==> src/rtl/mux_sel_sequencer_pkg.sv <==
// Shared types and constants for the mux_4_1 select sequencer.
package mux_sel_sequencer_pkg;

  localparam int unsigned N_INPUTS = 4;
  localparam int unsigned SEL_W    = 2;

  localparam logic [1:0] IDLE = 2'd0;
  localparam logic [1:0] RUN  = 2'd1;
  localparam logic [1:0] DONE = 2'd2;

  typedef enum logic [1:0] {
    StIdle = IDLE,
    StRun  = RUN,
    StDone = DONE
  } state_e;

  function automatic logic [SEL_W-1:0] first_idx(input bit msb_first);
    return msb_first ? SEL_W'(N_INPUTS - 1) : '0;
  endfunction

  function automatic logic [SEL_W-1:0] last_idx(input bit msb_first);
    return msb_first ? '0 : SEL_W'(N_INPUTS - 1);
  endfunction

endpackage

==> src/rtl/mux_sel_sequencer_if.sv <==
// Handshake and selector-drive bundle between a word source and the sequencer.
interface mux_sel_sequencer_if;
  import mux_sel_sequencer_pkg::*;

  logic [N_INPUTS-1:0] in_data;
  logic                in_valid;
  logic                in_ready;
  logic                abort;
  logic [N_INPUTS-1:0] data_q;
  logic [SEL_W-1:0]    sel;
  logic                step_valid;
  logic                last;
  logic                busy;
  logic                done;

  modport master (
    output in_data, in_valid, abort,
    input  in_ready, data_q, sel, step_valid, last, busy, done
  );

  modport slave (
    input  in_data, in_valid, abort,
    output in_ready, data_q, sel, step_valid, last, busy, done
  );

endinterface

==> src/rtl/mux_sel_sequencer_step_timer.sv <==
// Per-step dwell counter: tick marks the last cycle of a select step.
module step_timer #(
  parameter int unsigned CYCLES_PER_STEP = 1
) (
  input  logic clk,
  input  logic rst,
  input  logic clear,
  input  logic enable,
  output logic tick
);

  localparam int unsigned CNT_W = (CYCLES_PER_STEP > 1) ? $clog2(CYCLES_PER_STEP) : 1;
  localparam logic [CNT_W-1:0] TERM = CNT_W'(CYCLES_PER_STEP - 1);

  logic [CNT_W-1:0] cnt_q, cnt_d;

  assign tick = enable && (cnt_q == TERM);

  // Hold at terminal until cleared; the counter never wraps by itself.
  always_comb begin
    cnt_d = cnt_q;
    if (clear) begin
      cnt_d = '0;
    end else if (enable && !tick) begin
      cnt_d = cnt_q + CNT_W'(1);
    end
  end

  always_ff @(posedge clk or posedge rst) begin
    if (rst) begin
      cnt_q <= '0;
    end else begin
      cnt_q <= cnt_d;
    end
  end

endmodule

==> src/rtl/mux_sel_sequencer.sv <==
// Captures a 4-bit word and walks the mux select across it, one index per step period.
module mux_sel_sequencer
  import mux_sel_sequencer_pkg::*;
#(
  parameter int unsigned CYCLES_PER_STEP = 1,
  parameter bit          MSB_FIRST       = 1'b0
) (
  input  logic                 clk,
  input  logic                 rst,
  mux_sel_sequencer_if.slave   bus
);

  localparam logic [SEL_W-1:0] FIRST_IDX = first_idx(MSB_FIRST);
  localparam logic [SEL_W-1:0] LAST_IDX  = last_idx(MSB_FIRST);

  state_e              state_q, state_d;
  logic [N_INPUTS-1:0] data_q, data_d;
  logic [SEL_W-1:0]    sel_q, sel_d;
  logic                tick;
  logic                timer_clear;
  logic                timer_enable;

  assign timer_enable = (state_q == StRun);
  assign timer_clear  = (state_q != StRun) || tick || bus.abort;

  step_timer #(
    .CYCLES_PER_STEP (CYCLES_PER_STEP)
  ) u_step_timer (
    .clk    (clk),
    .rst    (rst),
    .clear  (timer_clear),
    .enable (timer_enable),
    .tick   (tick)
  );

  always_comb begin
    state_d = state_q;
    data_d  = data_q;
    sel_d   = sel_q;
    case (state_q)
      StIdle: begin
        if (bus.in_valid) begin
          data_d  = bus.in_data;
          sel_d   = FIRST_IDX;
          state_d = StRun;
        end
      end
      StRun: begin
        // Abort outranks a coinciding terminal count, so no done is raised.
        if (bus.abort) begin
          state_d = StIdle;
        end else if (tick) begin
          if (sel_q == LAST_IDX) begin
            state_d = StDone;
          end else begin
            sel_d = MSB_FIRST ? sel_q - SEL_W'(1) : sel_q + SEL_W'(1);
          end
        end
      end
      StDone:  state_d = StIdle;
      default: state_d = StIdle;
    endcase
  end

  always_ff @(posedge clk or posedge rst) begin
    if (rst) begin
      state_q <= StIdle;
      data_q  <= '0;
      sel_q   <= '0;
    end else begin
      state_q <= state_d;
      data_q  <= data_d;
      sel_q   <= sel_d;
    end
  end

  assign bus.in_ready   = (state_q == StIdle);
  assign bus.step_valid = (state_q == StRun);
  assign bus.last       = (state_q == StRun) && (sel_q == LAST_IDX);
  assign bus.busy       = (state_q != StIdle);
  assign bus.done       = (state_q == StDone);
  assign bus.data_q     = data_q;
  assign bus.sel        = sel_q;

endmodule

==> src/flat_wrapper.sv <==
// flat-port wrapper written by rule: the top's interface ports become plain ports
module mux_sel_sequencer_flat import mux_sel_sequencer_pkg::*;
#(
  parameter int unsigned CYCLES_PER_STEP = 1,
  parameter bit          MSB_FIRST       = 1'b0
)
  (clk, rst, bus_in_data, bus_in_valid, bus_abort, bus_in_ready, bus_data_q, bus_sel, bus_step_valid, bus_last, bus_busy, bus_done);
  mux_sel_sequencer_if bus_i ();
  input  logic clk;
  input  logic rst;
  input wire logic [$bits(bus_i.in_data)-1:0] bus_in_data;
  input wire logic [$bits(bus_i.in_valid)-1:0] bus_in_valid;
  input wire logic [$bits(bus_i.abort)-1:0] bus_abort;
  output wire logic [$bits(bus_i.in_ready)-1:0] bus_in_ready;
  output wire logic [$bits(bus_i.data_q)-1:0] bus_data_q;
  output wire logic [$bits(bus_i.sel)-1:0] bus_sel;
  output wire logic [$bits(bus_i.step_valid)-1:0] bus_step_valid;
  output wire logic [$bits(bus_i.last)-1:0] bus_last;
  output wire logic [$bits(bus_i.busy)-1:0] bus_busy;
  output wire logic [$bits(bus_i.done)-1:0] bus_done;
  assign bus_i.in_data = bus_in_data;
  assign bus_i.in_valid = bus_in_valid;
  assign bus_i.abort = bus_abort;
  assign bus_in_ready = bus_i.in_ready;
  assign bus_data_q = bus_i.data_q;
  assign bus_sel = bus_i.sel;
  assign bus_step_valid = bus_i.step_valid;
  assign bus_last = bus_i.last;
  assign bus_busy = bus_i.busy;
  assign bus_done = bus_i.done;
  mux_sel_sequencer #(.CYCLES_PER_STEP(CYCLES_PER_STEP), .MSB_FIRST(MSB_FIRST)) u_core (.clk(clk), .rst(rst), .bus(bus_i));
endmodule
==> config.mk <==
export PLATFORM = sky130hd
export DESIGN_NAME = mux_sel_sequencer_flat
export DESIGN_NICKNAME = d
export VERILOG_FILES = /design/src/rtl/mux_sel_sequencer_pkg.sv /design/src/rtl/mux_sel_sequencer_if.sv /design/src/rtl/mux_sel_sequencer_step_timer.sv /design/src/rtl/mux_sel_sequencer.sv /design/src/flat_wrapper.sv
export SDC_FILE = /design/constraint.sdc
export NUM_CORES = 1
export LEC_CHECK = 0
export CAP_MARGIN = 5
export CORE_AREA = 4 4 41 43
export DETAILED_ROUTE_END_ITERATION = 6
export DIE_AREA = 0 0 45 47
export GPL_ROUTABILITY_DRIVEN = 0
export HOLD_SLACK_MARGIN = 0.03
export PLACE_DENSITY = 0.68
export SKIP_CTS_REPAIR_TIMING = 1
export SYNTH_ARGS = -nofsm -noshare
export SYNTH_HDL_FRONTEND = slang
export SYNTH_HIERARCHICAL = 1
export SYNTH_SLANG_ARGS = --single-unit
==> constraint.sdc <==
create_clock -name clk -period 2.36 [get_ports clk]
set_input_delay 0.472 -clock clk [delete_from_list [all_inputs] [get_ports clk]]
set_output_delay 0.472 -clock clk [all_outputs]
set_load 0.02 [all_outputs]
# --- Word level (Yosys, flattened, before mapping) ---
# Cells that the tools add are included.
classes:
  shifts: 0
  muxes: 12
  n_bitwise: 1
  multipliers: 0
  n_lt_le_gt_ge: 0
  n_addsub: 2
  n_reduce_logical: 13
  eq_ne: 10
  div_mod_pow: 0
ops:
  columns: ["cell", "count"]
  rows:
  - ["$mux 2", 8]
  - ["$pmux 2 s2", 2]
  - ["$ne 2x2->1 const B", 3]
  - ["$ne 3x2->1 const B", 2]
  - ["$reduce_bool 2->1", 3]
  - ["$reduce_and 5->1", 1]
  - ["$eq 2x2->1 const B", 2]
  - ["$ne 2x1->1 const B", 2]
  - ["$logic_and 1x1->1", 3]
  - ["$reduce_and 3->1", 1]
  - ["$add 2x1->2 const B", 1]
  - ["$eq 2x1->1 const B", 1]
  - ["$logic_not 2->1", 1]
  - ["$logic_or 1x1->1", 2]
  - ["$mux 1", 2]
  - ["$reduce_and 2->1", 1]
  - ["$add 1x1->1 const B", 1]
  - ["$logic_not 1->1", 1]
  - ["$not 1->1", 1]
totals:
  ramBits: 0
  memories: 0
  reg_bits: 9
  romBits: 0
  latch_bits: 0
  output_inout_bits: 11

# --- Longest topological paths before layout ---
# Gate-level depths: netlist (run 1).
logic_depth:
  ltp_word: 6
  mapped_depth: 6
  ltp_nobuf: 6

# --- Modules after synthesis ---
# The synthesis (run 1) kept the hierarchy.
by_module_without_submodules:
  columns: ["mod", "area_each_um2", "seq_area_each_um2", "instances", "cells_each"]
  rows:
  - ["mux_sel_sequencer", 402.9, 200.2, 1, 35]
  - ["step_timer", 50.0, 25.0, 1, 4]

# --- Least setup slack after synthesis (run 1) ---
# OpenSTA, ideal clock, no wires.
synth_timing:
  path_kind: "reg2reg"
  start: "register u_core.state_q[1]"
  end: "register u_core.sel_q[1], in the netlist u_core/bus.sel[1]"
  setup_slack_ns: 0.719
  path_stages_with_launch: 7
  path_buffers: 0
  arrival_time_ns: 1.515
  path_cell_list: "dfrtp_1 -> nand2b_1 -> inv_1 -> and2b_2 -> nand4bb_2 -> o211a_1 -> a221o_1"
synth_between:
  elab_chain_cells: 4
  elab_cells_between_ends: 10
  classes_between: "eq/ne: 5; mux: 1; reduce/logical: 4"
synth_rtl:
  columns: ["element", "line_no", "source"]
  rows:
  - ["start, declared", "mux_sel_sequencer.sv:16", "state_e state_q, state_d;"]
  - ["start signal, assigned", "mux_sel_sequencer.sv:67", "state_q <= StIdle;"]
  - ["start signal, assigned", "mux_sel_sequencer.sv:71", "state_q <= state_d;"]
  - ["$eq 2x1->1", null, null]
  - ["named net bus_step_valid", "flat_wrapper.sv:17", "output wire logic [$bits(bus_i.step_valid)-1:0] bus_step_valid;"]
  - ["$logic_and 1x1->1", "mux_sel_sequencer_step_timer.sv:17", "assign tick = enable && (cnt_q == TERM);"]
  - ["named net u_core.tick", "mux_sel_sequencer.sv:19", "logic tick;"]
  - ["$ne 2x1->1 (no source line)", null, null]
  - ["$reduce_and 5->1 (no source line)", null, null]
  - ["end signal, assigned", "mux_sel_sequencer.sv:73", "sel_q <= sel_d;"]
  - ["end, declared", "mux_sel_sequencer.sv:18", "logic [SEL_W-1:0] sel_q, sel_d;"]
# The timed path passes the listed nets, and every way through them passes these cells.
# A chain may end at the register's enable or synchronous reset.

# --- Final worst setup path (run 1) ---
layout_timing:
  start: "register u_core.state_q[1]"
  end: "output port bus_step_valid"
layout_between:
  elab_chain_cells: 1
layout_rtl:
  columns: ["element", "line_no", "source"]
  rows:
  - ["$eq 2x1->1", "mux_sel_sequencer.sv:78", "assign bus.step_valid = (state_q == StRun);"]
  - ["end, declared", "flat_wrapper.sv:17", null]
# Every way passes these cells.

==> results of run 1 <==
cell families after synthesis:
| family | count (synthesis) | share of synthesized area [%] |
|---|---|---|
| adder cells (fa/ha/maj) | 1 | 2.76 |
| buffers and inverters | 5 | 4.14 |
| flip-flops | 9 | 49.7 |
| AO/OA/AOI/OAI | 5 | 9.12 |
| multiplexers | 5 | 12.2 |
| AND/OR/NAND/NOR | 14 | 22.1 |
synthesized netlist by cell type:
library cell and number:
o211a_1 1, or3_1 1, inv_2 1, and2_1 1, ha_1 1, nor2b_1 1
nand2_1 2, a21oi_1 1, mux2_2 4, and2b_2 1, nor3b_2 1, nor2_1 2
o211ai_1 1, nor3_1 1, mux2i_1 1, dfrtp_1 9, nor2_4 1, nand2b_1 1
o311ai_0 1, inv_1 4, nand4bb_2 1, a221o_1 1, nor2_2 1
power by group through the flow:
| stage | registers (W) | logic (W) | clock network (W) |
|---|---|---|---|
| after detailed placement | 0.000201 | 0.000162 | 0 |
| after global placement | 0.000198 | 0.000161 | 0 |
| after CTS | 0.000197 | 0.000164 | 0.000123 |
| after global routing | 0.000201 | 0.000172 | 0.000132 |
| after floorplan | 0.000223 | 0.0000589 | 0 |
| final | 0.000197 | 0.000161 | 0.000115 |
stage by stage:
step / setup WS (ns) / util, %
finish: 0.220 / 52.3
global route: 0.0989 / 52.3
CTS: 0.0932 / 52.1
detailed placement: 0.395 / 50.1
global placement: 0.420 / 50.1
floorplan: 0.719 / -
area by class of cell:
| type | count | area, µm² | area share, % |
|---|---|---|---|
| Multi-Input combinational cell | 25 | 209 | 30.7 |
| Timing Repair Buffer | 18 | 183 | 26.8 |
| Tap cell | 15 | 18.8 | 2.76 |
| Sequential cell | 9 | 225 | 33.1 |
| Inverter | 5 | 18.8 | 2.76 |
| Clock buffer | 4 | 26.3 | 3.86 |
worst min-delay path by stage:
stage,to,slack [ns],cells past startpoint
after detailed placement,u_core/bus.data_q[2]$_DFFE_PP0P_,0.50,1
after floorplan,u_core/u_step_timer/cnt_q$_DFFE_PP0P_,0.20,1
after CTS,u_core/u_step_timer/cnt_q$_DFFE_PP0P_,0.36,2
final,u_core/u_step_timer/cnt_q$_DFFE_PP0P_,0.37,2
after global placement,u_core/bus.data_q[2]$_DFFE_PP0P_,0.49,1
after global routing,u_core/u_step_timer/cnt_q$_DFFE_PP0P_,0.36,2
critical path: cells and delay by family (launching register included):
family | cells | cell delay, ns
flip-flops | 1 | 0.45
buffers and inverters | 2 | 0.75
AND/OR/NAND/NOR | 1 | 0.21
state kept, by name, summed over array words and instances, names as in the netlist:
name / flops
u_core/u_step_timer/cnt_q: 1
u_core/bus.data_q: 4
u_core/bus.sel: 2
u_core/state_q: 2
metal layers:
metal,track usage (%),up-vias
met5,0,-
met4,5.26,0
met3,4.98,0
met2,16.7,11
met1,13.8,150
li1,-,183
cell usage in the layout, fill, tap and decap left out, types with 2 or more instances in the layout:
cell	n
clkdlybuf4s50_1	17
dfrtp_1	9
inv_1	4
mux2_2	4
clkbuf_4	3
nand2_1	2
nor2_1	2
==> key figures, run 1 <==
Route
  – Highest routed metal layer: met3
  – Total iterations of the first detailed-routing run: 4
  – Mean routed wirelength per cell: between 10 and 15 µm
  – Number of design-rule violations left by the first detailed-router iteration: 7
  – Detailed route wirelength on metal3: a little over 60 µm
  – Antenna-violating nets left: 0
  – Total number of vias: around 340
  – Sum of met2 wire segment lengths after detailed routing: between 400 and 500 µm
  – Via density per instance: ~4.5
  – WL met1: ~400 µm
  – Final WL: approximately 940 µm
  – DRC violations left: 0

Placement
  – Dpl cell area: approximately 650 µm²
  – Detailed Place HPWL: around 790 µm
  – Placed Cells incl. Taps: 72
  – Number of buffers inserted by port buffering: 18

Global route
  – Wire length of the first global-routing pass: between 1500 and 2000 µm
  – Initial antenna violation count: 0
  – Largest net degree at the start of global routing: 9
  – Total overflow reported by the global router: 0
  – Global-route usage over all layers: 11.2%
  – Vias in the first global route: roughly 370

Clock network
  – Clock latency on the worst-skew pair: around 0.26 ns
  – Level count of the clock H-tree: 1
  – Num CTS Buffers: 3
  – CTS clk-pin slew, worst paths: roughly 0.06 ns
  – Maximum root-to-sink buffer count: 2
  – Clock tree root driver cell: clkbuf_4
  – Sink Count: 9
  – CTS tree: built

Die
  – Core Area: roughly 1300 µm²
  – Die span in x: ~45 µm
  – Area of the die: 2120 µm²
  – Starting utilization of the core area: a little over a third
  – Number of I/O pins: 19
  – Die span in y: about 47 µm
  – Number of cell rows: 13

Pwr
  – Lkg Pwr: approximately 0.32 nW
  – Total power draw: approximately 0.00047 W
  – Cell internal power dissipation: roughly 0.00033 W
  – Comb power frac: between 30 and 40%
  – Sw Ratio: between 30% and 40%
  – Worst supply voltage drop on vdd: between 0.3 and 0.4 mV
  – Clock power frac: about 24%
  – Sequential share of power: 41.6%
  – Power density of the placed cells: about 690 nW/µm²
  – Switch Pwr: about 0.00015 W

Worst setup path
  – Type of the worst setup path: register to output pin
  – Nature of the critical path startpoint: register
  – Worst Setup EP: bus_step_valid
  – Worst reg2reg path depth: 6
  – Reg2Reg Capture Point: u_core/bus.sel[1]$_DFFE_PP0P_
  – Maximum single-stage delay on the critical path: between 0.6 and 0.7 ns
  – Critical path required time: roughly 1.9 ns
  – Kind of end point of the critical path: output pin
  – R2r startpoint: u_core/state_q[1]$_DFFE_PP0P_
  – Crit-path max FO: 7
  – Setup slack of the most critical reg-to-reg path: between 0.7 and 0.8 ns
  – Slowest stage cell on the critical path: clkdlybuf4s50_1
  – Beginning of the critical path: u_core/state_q[1]$_DFFE_PP0P_
  – Crit path DAT: 1.67 ns
  – Crit-path cells: nand2b_1 -> inv_1 -> clkdlybuf4s50_1

Logic synthesis
  – Synthesized area per cell: ~12 µm²
  – Cell taking the most area after synthesis: dfrtp_1
  – Area share of the largest cell type after synthesis: between 40% and 50%
  – Count of warnings emitted by yosys: 6
  – Unique masters post-synth: 23
  – Leading cell types by total area after synthesis: dfrtp_1, mux2_2, nand4bb_2, inv_1, ha_1
  – Nets in the synthesized netlist: 48
  – Post-synthesis cell area: 453 µm²
  – Total of flip-flops plus latches after synthesis: 9
  – Gate count of the mapped netlist: 39
  – Sequential element share of the synthesized area: 49.7%

Status
  – Status: completed

Layout
  – Fill count: roughly 130
  – Final cell count without fillers: 76
  – Synthesis-to-layout area growth: 50.3%
  – Number of nets in the finished design: between 70 and 80
  – Number of inserted diodes: 0
  – Final design area excluding fillers: a little under 700 µm²
  – Layout cell share with drive strength beyond 1: between 20% and 30%

STA
  – Setup repair after global routing missed its margin: false
  – Fmax achieved: ~0.47 GHz
  – Total setup violations reported at the end of the flow: 0
  – Transition at the pin with the smallest max-transition slack: a little under 0.3 ns
  – Setup TNS after final layout: 0 ns
  – Relative slew margins: 80.5%
  – Total count of hold-check failures in the final report: 0
  – Fin Hold WS: between 0.3 and 0.4 ns
  – Period utilisation layout: between 90% and 100%
  – Minimum clock period after layout: about 2.1 ns
  – Setup skew after layout: 0.00484 ns
  – Count of final max-slew check failures: 0

Hold path
  – HP Class: input port to async pin

Run
  – Number of max-cap violations: 0
(Power assumes the default switching activity.)
==> run 2, diff against run 1 <==
- GPL_ROUTABILITY_DRIVEN: 0 -> unset
- HOLD_SLACK_MARGIN: 0.03 -> unset
==> results of run 2 <==
Final layout, timing and power as in run 1 (identical DEF).
==> run 3, diff against run 2 <==
- TNS_END_PERCENT: unset -> 30
==> results of run 3 <==
Final layout, timing and power as in run 1 (identical DEF).
